## src/rtl/lif_sched_pkg.sv

```systemverilog
// Shared types and helpers for the time-multiplexed LIF neuron scheduler.
package lif_sched_pkg;

  typedef enum logic [1:0] {
    IDLE,
    SWEEP,
    COMMIT
  } sched_state_t;

  localparam int unsigned MEM_W = 8;

  // Clamp a carry-extended membrane sum to the 8-bit maximum.
  function automatic logic [MEM_W-1:0] sat8(input logic [MEM_W:0] sum);
    return sum[MEM_W] ? '1 : sum[MEM_W-1:0];
  endfunction

endpackage

```

## src/rtl/lif_update_core.sv

```systemverilog
// Shared combinational LIF update: (membrane, current[, refractory]) -> next state.
// Refractory counter ports exist only when LIF_REFRACTORY_EN is defined.
module lif_update_core
  import lif_sched_pkg::*;
#(
`ifdef LIF_REFRACTORY_EN
  parameter int unsigned      REFRACT_TICKS = 2,
  parameter int unsigned      RC_W          = 2,
`endif
  parameter logic [MEM_W-1:0] THRESHOLD     = 8'd127
) (
`ifdef LIF_REFRACTORY_EN
  input  logic [RC_W-1:0]  i_rc,
  output logic [RC_W-1:0]  o_rc,
`endif
  input  logic [MEM_W-1:0] i_m,
  input  logic [MEM_W-1:0] i_cur,
  output logic [MEM_W-1:0] o_m,
  output logic             o_spike
);

  logic             w_fire;
  logic [MEM_W-1:0] w_leak;

  always_comb begin
    w_fire  = (i_m >= THRESHOLD);
    w_leak  = w_fire ? '0 : (i_m >> 1);
    o_m     = sat8({1'b0, i_cur} + {1'b0, w_leak});
    o_spike = w_fire;
`ifdef LIF_REFRACTORY_EN
    o_rc = i_rc;
    if (i_rc != '0) begin
      o_m     = '0;
      o_spike = 1'b0;
      o_rc    = i_rc - 1'b1;
    end else if (w_fire) begin
      o_rc = RC_W'(REFRACT_TICKS);
    end
`endif
  end

endmodule

```

## src/rtl/lif_tdm_scheduler.sv

```systemverilog
// Sweeps a chain of LIF neurons through one shared update core, one neuron per clock.
// Optional per-neuron refractory hold: define LIF_REFRACTORY_EN.
module lif_tdm_scheduler
  import lif_sched_pkg::*;
#(
  parameter int unsigned      N_NEURONS     = 3,
  parameter logic [MEM_W-1:0] THRESHOLD     = 8'd127,
  parameter logic [MEM_W-1:0] SYN_WEIGHT    = 8'd128,
  parameter int unsigned      REFRACT_TICKS = 2
) (
  input  logic                         clk,
  input  logic                         rst,
  input  logic                         tick_i,
  input  logic [MEM_W-1:0]             current_i,
  input  logic [$clog2(N_NEURONS)-1:0] sel_i,
  output logic [MEM_W-1:0]             state_o,
  output logic [N_NEURONS-1:0]         spikes_o,
  output logic                         busy_o,
  output logic                         done_o,
  output logic                         overrun_o
);

  localparam int unsigned      IDX_W    = $clog2(N_NEURONS);
  localparam logic [IDX_W-1:0] LAST_IDX = IDX_W'(N_NEURONS - 1);
  localparam logic [IDX_W:0]   N_CNT    = (IDX_W + 1)'(N_NEURONS);

  if (N_NEURONS < 2 || N_NEURONS > 16 || REFRACT_TICKS > 255) begin : g_param_check
    $error("lif_tdm_scheduler: parameter out of range");
  end

  sched_state_t           r_state, w_next;
  logic [IDX_W-1:0]       r_idx;
  logic [MEM_W-1:0]       r_cur;
  logic                   r_prev;
  logic [N_NEURONS-1:0]   r_acc;
  logic [MEM_W-1:0]       r_mem [N_NEURONS];
  logic [MEM_W-1:0]       r_state_o;
  logic [N_NEURONS-1:0]   r_spikes;
  logic                   r_busy, r_done, r_overrun;
  logic [MEM_W-1:0]       w_cur, w_m_next;
  logic                   w_spike;

`ifdef LIF_REFRACTORY_EN
  localparam int unsigned RC_W = $clog2(REFRACT_TICKS + 1);
  logic [RC_W-1:0] r_rc [N_NEURONS];
  logic [RC_W-1:0] w_rc_next;
`endif

  always_comb begin
    w_next = r_state;
    case (r_state)
      IDLE:    if (tick_i) w_next = SWEEP;
      SWEEP:   if (r_idx == LAST_IDX) w_next = COMMIT;
      COMMIT:  w_next = IDLE;
      default: w_next = IDLE;
    endcase
  end

  assign w_cur = (r_idx == '0) ? r_cur : (r_prev ? SYN_WEIGHT : '0);

  lif_update_core #(
`ifdef LIF_REFRACTORY_EN
    .REFRACT_TICKS (REFRACT_TICKS),
    .RC_W          (RC_W),
`endif
    .THRESHOLD     (THRESHOLD)
  ) u_core (
`ifdef LIF_REFRACTORY_EN
    .i_rc    (r_rc[r_idx]),
    .o_rc    (w_rc_next),
`endif
    .i_m     (r_mem[r_idx]),
    .i_cur   (w_cur),
    .o_m     (w_m_next),
    .o_spike (w_spike)
  );

  always_ff @(posedge clk) begin
    if (rst) begin
      r_state   <= IDLE;
      r_idx     <= '0;
      r_cur     <= '0;
      r_prev    <= 1'b0;
      r_acc     <= '0;
      r_state_o <= '0;
      r_spikes  <= '0;
      r_busy    <= 1'b0;
      r_done    <= 1'b0;
      r_overrun <= 1'b0;
      for (int unsigned i = 0; i < N_NEURONS; i++) begin
        r_mem[i] <= '0;
`ifdef LIF_REFRACTORY_EN
        r_rc[i]  <= '0;
`endif
      end
    end else begin
      r_state   <= w_next;
      r_busy    <= (w_next != IDLE);
      r_done    <= (r_state == COMMIT);
      // Readout samples the array before this edge's sweep write lands.
      r_state_o <= ({1'b0, sel_i} < N_CNT) ? r_mem[sel_i] : '0;
      if (tick_i && r_state != IDLE) r_overrun <= 1'b1;
      case (r_state)
        IDLE: if (tick_i) begin
          r_cur  <= current_i;
          r_idx  <= '0;
          r_prev <= 1'b0;
        end
        SWEEP: begin
          r_mem[r_idx] <= w_m_next;
          r_acc[r_idx] <= w_spike;
          r_prev       <= w_spike;
`ifdef LIF_REFRACTORY_EN
          r_rc[r_idx]  <= w_rc_next;
`endif
          if (r_idx != LAST_IDX) r_idx <= r_idx + 1'b1;
        end
        COMMIT:  r_spikes <= r_acc;
        default: ;
      endcase
    end
  end

  assign state_o   = r_state_o;
  assign spikes_o  = r_spikes;
  assign busy_o    = r_busy;
  assign done_o    = r_done;
  assign overrun_o = r_overrun;

endmodule

```

## config.mk

```make
export PLATFORM = sky130hd
export DESIGN_NAME = lif_tdm_scheduler
export DESIGN_NICKNAME = d
export VERILOG_FILES = /design/src/rtl/lif_sched_pkg.sv /design/src/rtl/lif_update_core.sv /design/src/rtl/lif_tdm_scheduler.sv
export SDC_FILE = /design/constraint.sdc
export NUM_CORES = 1
export LEC_CHECK = 0
export CELL_PAD_IN_SITES_DETAIL_PLACEMENT = 0
export CELL_PAD_IN_SITES_GLOBAL_PLACEMENT = 1
export CORE_MARGIN = 3
export CORE_UTILIZATION = 29
export DETAILED_ROUTE_END_ITERATION = 10
export PLACE_DENSITY = 0.56
export SLEW_MARGIN = 5
export SYNTH_ARGS = -nofsm -noshare
export SYNTH_HDL_FRONTEND = slang
export SYNTH_SLANG_ARGS = --single-unit
```

## constraint.sdc

```tcl
create_clock -name clk -period 4.5 [get_ports clk]
set_input_delay 0.45 -clock clk [delete_from_list [all_inputs] [get_ports clk]]
set_output_delay 0.45 -clock clk [all_outputs]
set_load 0.005 [all_outputs]
```

[Word level (Yosys, flattened, before mapping)]
Memories as Yosys holds them, arrays and structs flattened. A register that Yosys moved wholly into a read port is not among the register bits.
Index checks and enable logic that the tools add are counted.
Widths: inputs -> output; s select.
Storage, ports and cells
  register bits: 22
  RAM bits: 24
  input port bits: 13
  output and inout bits: 14
  logic and storage cells: 60
  memories: 1
Memories
  r_mem: depth 3, width 8, read ports 2, clocked after memory_dff 2, wr ports 3, RTL line lif_tdm_scheduler.sv:36  | logic [MEM_W-1:0] r_mem [N_NEURONS];
Cells by class
  $add $sub $neg: 2
  magnitude comparators: 4
  equal/unequal tests: 6
  mux-type cells: 25
  bitwise logic cells: 1
  reductions and logical operators: 12
Operators with widths (count)
  $mux 8: 4
  $mux 2: 7
  $add 8x8->9: 1
  $ge 8x7->1 const B: 1
  $mux 1: 8
  $pmux 2 s2: 2
  $reduce_or 8->1: 1
  $mux 7: 1
  $ne 2x2->1 const B: 3
  $reduce_bool 2->1: 3
  $eq 2x2->1 const B: 2
  $logic_not 2->1: 2
  $reduce_and 2->1: 2
  $bwmux 3: 1
  $lt 2x3->1 const B: 1
  $reduce_and 3->1: 1
  $add 2x1->2 const B: 1
  $demux 1 s2: 1
  $eq 2x1->1 const B: 1
  $ge 2x1->1 const B: 1
  $logic_and 1x1->1: 2
  $lt 2x2->1 const B: 1
  $pmux 1 s2: 1
  $reduce_or 2->1: 1
  $not 1->1: 1

[Depth between registers and ports, before layout]
Gate-level depths: netlist (run 1).
  depth after elaboration: 6
  gate-level depth with buffers: 12
  depth with buffers taken out: 10

[Modules after synthesis]
A second synthesis (run 1) with hierarchy kept.
Second synthesis, totals
  cells, all modules: 287
  area total of the unflattened synthesis: 3201.8 µm²
By module, submodules not included
  lif_tdm_scheduler: instances 1, cells an instance 227, area an instance 2712.6 µm², seq. area each 1601.5 µm²
  lif_update_core: instances 1, cells an instance 60, area an instance 489.2 µm², seq. area each 0.0 µm²

[Worst setup path after synthesis (run 1)]
No wires, ideal clock.
  path kind: flip-flop to flip-flop
  start: register (tool-made name)
  end: memory r_mem[2][7] (data pin)
  library setup time: 0.271 ns
  arrival: 2.673 ns
  data required time: 4.229 ns
  setup slack: 1.556 ns
  stages on the path, launching flop included: 13
  path buffers: 2
  clock period less this slack: 2.944 ns
  path through: dfxtp_1 > buf_6 > mux4_2 > and4_4 > a21oi_4 > and2_1 > ha_1 > fa_1 > a211oi_1 > o21ai_0 > nand2_1 > buf_2 > a31oi_1
RTL lines (RTL line)
  to (decl): lif_tdm_scheduler.sv:36

==> results.yml, run 1 <==
yosys:
  avgSynthCellArea_sq_um: 11.1
  synth_enable_flop_cells: 32
  synth_flop_cell: "edfxtp_1"
  synth-seq-cells: 64
  syn_area_sq_um: 3080
  yosysTopAreaCellShare_pct: 31.2
  syn-num-nets: 301
  yosys-top-cells-area: "edfxtp_1, dfxtp_1, mux2i_1"
  ys_warn_count: 0
  async_reset_ff_share_pct: 0
  yosys.area.top_type: "edfxtp_1"
  yosysUniqueCellTypes: 42
  netlist_instances: 276
  yosysSeqAreaShare_pct: 52.1
cells_and_area:
  diodes: 0
  fin_area_sq_um: 3620
  fin_nets: 328
  final_common_cell: "nor2_1"
  final_cell_mix: "nor2_1, dfxtp_1, edfxtp_1"
  drive_gt1_share_pct: 9.09
  seq_area_sq_um: 1600
  fillers: 1021
  multi_input_area_sq_um: 1360
  area_growth_pct: 17.6
placed_design:
  dpl-instance-area_sq_um: 3450
  port-buffer-count: 26
  hpwlAfterDp_mm: 5.39
  gp_congestion: 0.805
routing:
  routed_wl_mm: 7.51
  viasPerCell: 4.95
  avgRoutedWirePerCell_microns: 17.0
  vias: 2182
  remaining_drc_errors: 0
  drt_first_iter_violations: 107
  ant_nets: 0
  firstDrtPassIters: 4
cts:
  clockBufferDepth: 2
  ctsResizeCount: 0
  cts-hold-fix-buffers: 0
  clock-sinks: 64
  cts_tree: "built"
  cts.clk_slew.worst_paths_ns: 0.07
  cts_root_buffer: "clkbuf_8"
  cts_setup_buffers: 0
  h-tree-depth: 3
  numCtsBuffers: 9
  clk_latency_ns: 0.34
global_route:
  antenna_found_initial: 0
  track_usage_pct: 13.7
  grt_max_degree: 22
  grt_pass1_vias: 2178
  overflow: 0
  grt.met3_usage_pct: 3.61
  busiest_layer: "met2"
  grt_pass1_wl_mm: 11.9
  met2_usage_pct: 21.1
  met1_usage_pct: 17.6
pwr:
  ir_drop_mv: 0.164
  leakagePower_uw: 0.00141
  p_sw_share_pct: 27.8
  p_seq_share_pct: 51.4
  p_clk_share_pct: 33.7
  p_sw_uw: 359
  pwr-share-comb_pct: 15.0
  finalPower_uw: 1290
  p_int_uw: 930
  pwr_density_cell_nw_per_um2: 357
die:
  die_area_sq_um: 11900
  initial_utilization_pct: 30.6
  die_h_microns: 109
  io_pins: 27
  die_w_microns: 109
  core_sq_um: 10000
  rows: 36
setup_path:
  critPathArrivalTime_ns: 3.74
  critPathCaptureType: "flip-flop"
  critPathLaunchType: "flip-flop"
  critPathKind: "flip-flop to flip-flop"
  cp_max_fo: 12
  cp_data_required_time_ns: 4.68
sta:
  maxSlewHeadroom_pct: 47.3
  setup_viol: 0
  drv_slew: 0
  tightest_slew_ns: 0.788
  finalHoldViolations: 0
  fmax_ghz: 0.281
  rsz0062_at_grt: "false"
  clock_skew_ns: 0.00815
  tns_ns: 0
  fin_crit_sh_pct: 79.1
  period_minus_slack_ns: 3.56
flow_run:
  maxCapViolCount: 0
hold_path:
  hold_class: "flip-flop to flip-flop"
status:
  status: "completed"
sequential cells by signal, indices dropped and copies added (netlist names), 2 cells and up, named ones only:
| register | flops |
|---|---|
| r_state | 2 |
| state_o | 8 |
| r_cur | 8 |
| r_acc | 3 |
| r_mem | 32 |
| r_idx | 2 |
| spikes_o | 3 |
kinds of logic after synthesis:
kind of cell | after synthesis | synth area share, %
other cells | 1 | 0.122
xor+xnor | 3 | 0.855
simple gates | 84 | 12.9
buf+inv | 25 | 3.78
mux | 31 | 13.8
compound gates | 56 | 11.4
flops | 64 | 52.1
fa+ha+maj | 12 | 5.13
power groups by stage:
stage	combinational (uW)	clock (uW)	sequential (uW)
after floorplan	136	0	665
after global placement	196	0	676
after detailed placement	193	0	676
after CTS	195	447	663
after global routing	215	470	666
final	193	434	662
synthesized netlist by cell type (all sizes together), types with 3 or more instances:
library cell   n
a211oi         3
a21oi         27
edfxtp        32
a31oi          3
nor2b          4
ha            11
and2          14
inv           13
mux4           8
a22oi          4
clkbuf         5
nand2         10
buf            7
o21ai          5
o22ai          3
a21o           5
mux2i         22
nor2          45
dfxtp         32
final timing paths:
| kind | cells after the start | endpoint | slack, ns | start |
|---|---|---|---|---|
| worst min-delay path | 2 | overrun_o | 0.45 | overrun_o |
| worst max-delay path | 10 | r_mem[1][7] | 0.94 | flip-flop |
| worst min register to register | 2 | overrun_o | 0.45 | overrun_o |
| worst max register to register | 10 | r_mem[1][7] | 0.94 | flip-flop |
through the flow:
step	instances	utilization [%]	hold WS, ns	setup slack, ns
5_1_grt	441	36.0	0.495	0.534
3_3_place_gp	425	34.3	0.434	1.01
2_1_floorplan	276	-	0.442	1.56
4_1_cts	441	36.0	0.452	0.915
3_5_place_dp	425	34.3	0.441	0.936
6_report	441	36.0	0.446	0.942
worst max-delay path: stages, from the launching register on:
cell and delay, ns:
dfxtp_1 0.65, mux4_1 0.66, and4_4 0.19, a21oi_4 0.22, and2_1 0.18, ha_1 0.20, fa_1 0.24, a211oi_1 0.11
o21ai_0 0.36, nand2_1 0.36, a31oi_1 0.24
layout make-up:
class | instances | area share (%)
multi-input combinational | 187 | 37.5
sequential | 64 | 44.3
tap | 133 | 4.60
timing repair buffer | 28 | 7.61
inverter | 13 | 1.35
clock inverter | 6 | 0.969
clock buffer | 10 | 3.63
metal layers:
metal,vias to the layer above,wire length [microns]
met1,1060,3470
met2,57,3460
met3,18,325
met4,0,251
li1,1047,-
met5,-,0
No activity file was read; power rests on OpenSTA's default activity.
==> inputs of run 2 (changes only) <==
clock period = 3.5 ns   (was 4.5 ns; I/O delays follow)
==> run 2 against run 1 <==
Compared with the run above:
- first-iteration DRC count is 11% higher
- power grew 33%
- combinational power is 42% higher
- register-to-register slack worse by 0.68 ns
==> results.yml, run 2 (synthesized netlist as in run 1, its figures left out) <==
status:
  status: "completed"
sta:
  tns_ns: 0
  drv_slew: 0
  clock_skew_ns: 0.00646
  holdWs_ns: 0.446
  setup_viol: 0
  finalHoldViolations: 0
  period_minus_slack_ns: 3.24
  fmax_ghz: 0.309
  rsz0062_at_grt: "false"
  setup_slack_ns: 0.265
  maxSlewHeadroom_pct: 50.9
  tightest_slew_ns: 0.716
  fin_crit_sh_pct: 92.4
placed_design:
  place_inst: 434
  gp_congestion: 0.768
  pre_cts_ws_ns: 0.192
  hpwlAfterDp_mm: 5.51
  port-buffer-count: 26
hold_path:
  hold_class: "flip-flop to flip-flop"
  hp-start: "overrun_o"
  whs_path_depth: 2
  hold_end: "overrun_o"
routing:
  routed_wl_mm: 7.54
  drt_first_iter_violations: 119
  avgRoutedWirePerCell_microns: 16.8
  ant_nets: 0
  remaining_drc_errors: 0
  viasPerCell: 4.80
  vias: 2160
  firstDrtPassIters: 4
cts:
  clock-sinks: 64
  cts_root_buffer: "clkbuf_8"
  h-tree-depth: 3
  clk_latency_ns: 0.34
  clockBufferDepth: 2
  cts.clk_slew.worst_paths_ns: 0.07
  cts_tree: "built"
  numCtsBuffers: 9
  cts_setup_buffers: 0
setup_path:
  critPathArrivalTime_ns: 3.32
  critPathLaunchType: "flip-flop"
  critPathKind: "flip-flop to flip-flop"
  r2r_slack_ns: 0.26
  path_cells: "buf_4 > mux4_1 > and4_4 > a21oi_4 > and2_1 > ha_1 > fa_1 > a211oi_2 > o21ai_0 > mux2i_1 > buf_4 > nor2_1"
  r2r_cells: 12
  slowest_stage: "mux4_1"
  cp_data_required_time_ns: 3.59
  max_stage_delay_ns: 0.60
  critPathMostFrequentCell: "buf_4"
  critPathCaptureType: "flip-flop"
  cp_max_fo: 9
  rr_endpoint: "r_mem[2][6]"
global_route:
  antenna_found_initial: 0
  grt_pass1_vias: 2228
  grt_pass1_wl_mm: 12.2
  grt_max_degree: 21
  track_usage_pct: 14.0
  overflow: 0
cells_and_area:
  fin_nets: 337
  diodes: 0
  fillers: 1022
  area_growth_pct: 20.6
  instances_no_fill: 450
  largest_register: "r_mem"
  drive_gt1_share_pct: 11.7
  final_cell_mix: "nor2_1, edfxtp_1, dfxtp_1"
  final_common_cell: "nor2_1"
  largest_reg_flops: 32
die:
  initial_utilization_pct: 30.6
  core_sq_um: 10000
  io_pins: 27
  rows: 36
  die_area_sq_um: 11900
  die_w_microns: 109
  die_h_microns: 109
pwr:
  pwr-share-comb_pct: 16.0
  p_sw_share_pct: 26.2
  ir_drop_mv: 0.207
  leakagePower_uw: 0.00146
  p_int_uw: 1270
  pwr_density_cell_nw_per_um2: 464
  finalPower_uw: 1720
  p_seq_share_pct: 49.3
  p_clk_share_pct: 34.7
  p_sw_uw: 451
flow_run:
  maxCapViolCount: 0
## run 2: cell types whose count changed in the layout (fill, tap and decap cells not counted), moves of 2 or more
cell / previous run / this run
clkbuf_1: 0 / 2
o21ai_0: 5 / 2
o21ai_1: 0 / 3
buf_4: 2 / 11
## run 2: power groups by stage
| stage | sequential [uW] | clock, uW | combinational, uW |
|---|---|---|---|
| final | 848 | 596 | 275 |
| after global routing | 852 | 650 | 310 |
| after CTS | 848 | 613 | 278 |
| after detailed placement | 865 | 0 | 276 |
| after global placement | 866 | 0 | 275 |
| after floorplan | 855 | 0 | 175 |
## run 2: final cells by class
| class | instances | area, sq um | area share (%) |
|---|---|---|---|
| clock buffer | 13 | 170 | 4.59 |
| clock inverter | 3 | 15.0 | 0.405 |
| inverter | 13 | 48.8 | 1.32 |
| multi-input combinational | 187 | 1360 | 36.7 |
| sequential | 64 | 1600 | 43.2 |
| tap | 133 | 166 | 4.49 |
| timing repair buffer | 37 | 343 | 9.24 |
## run 2: worst max-delay path, delay by kind of cell (launching register included)
family	cells	cell delay, ns
AOI/OAI and AO/OA	3	0.59
adders and majority gates	2	0.49
buffers and inverters	2	0.31
DFF	1	0.39
muxes	2	0.81
and+or+nand+nor	3	0.39
## run 2: how the worst max path moves through the flow
stage                     slack [ns]  cells after the start     endpoint
after detailed placement        0.19                     12  r_mem[1][7]
after global routing            0.02                     12  r_mem[1][7]
after global placement          0.22                     12  r_mem[1][1]
final                           0.26                     12  r_mem[2][6]
after CTS                       0.16                     12  r_mem[1][7]
after floorplan                 0.56                     12  r_mem[2][7]
## run 2: per-stage QoR
stage | util [%] | area, sq um
3_3_place_gp | 35.0 | 3520
2_1_floorplan | - | 3080
4_1_cts | 36.9 | 3700
3_5_place_dp | 35.0 | 3520
5_1_grt | 36.9 | 3710
6_report | 36.9 | 3710
## run 2: timing repair
item,CTS,global route
gates resized for setup,0,5
hold buffers,0,0
endpoints found under the hold margin,0,0
setup endpoints to repair,0,26
## run 2: layer usage
metal  track usage, %  routed length [microns]  vias to the layer above
met3             5.09                      391                       12
met4             4.78                      150                        0
met1             19.2                     3600                     1027
li1                 -                        -                     1061
met2             20.6                     3400                       60
met5                0                        0                        -
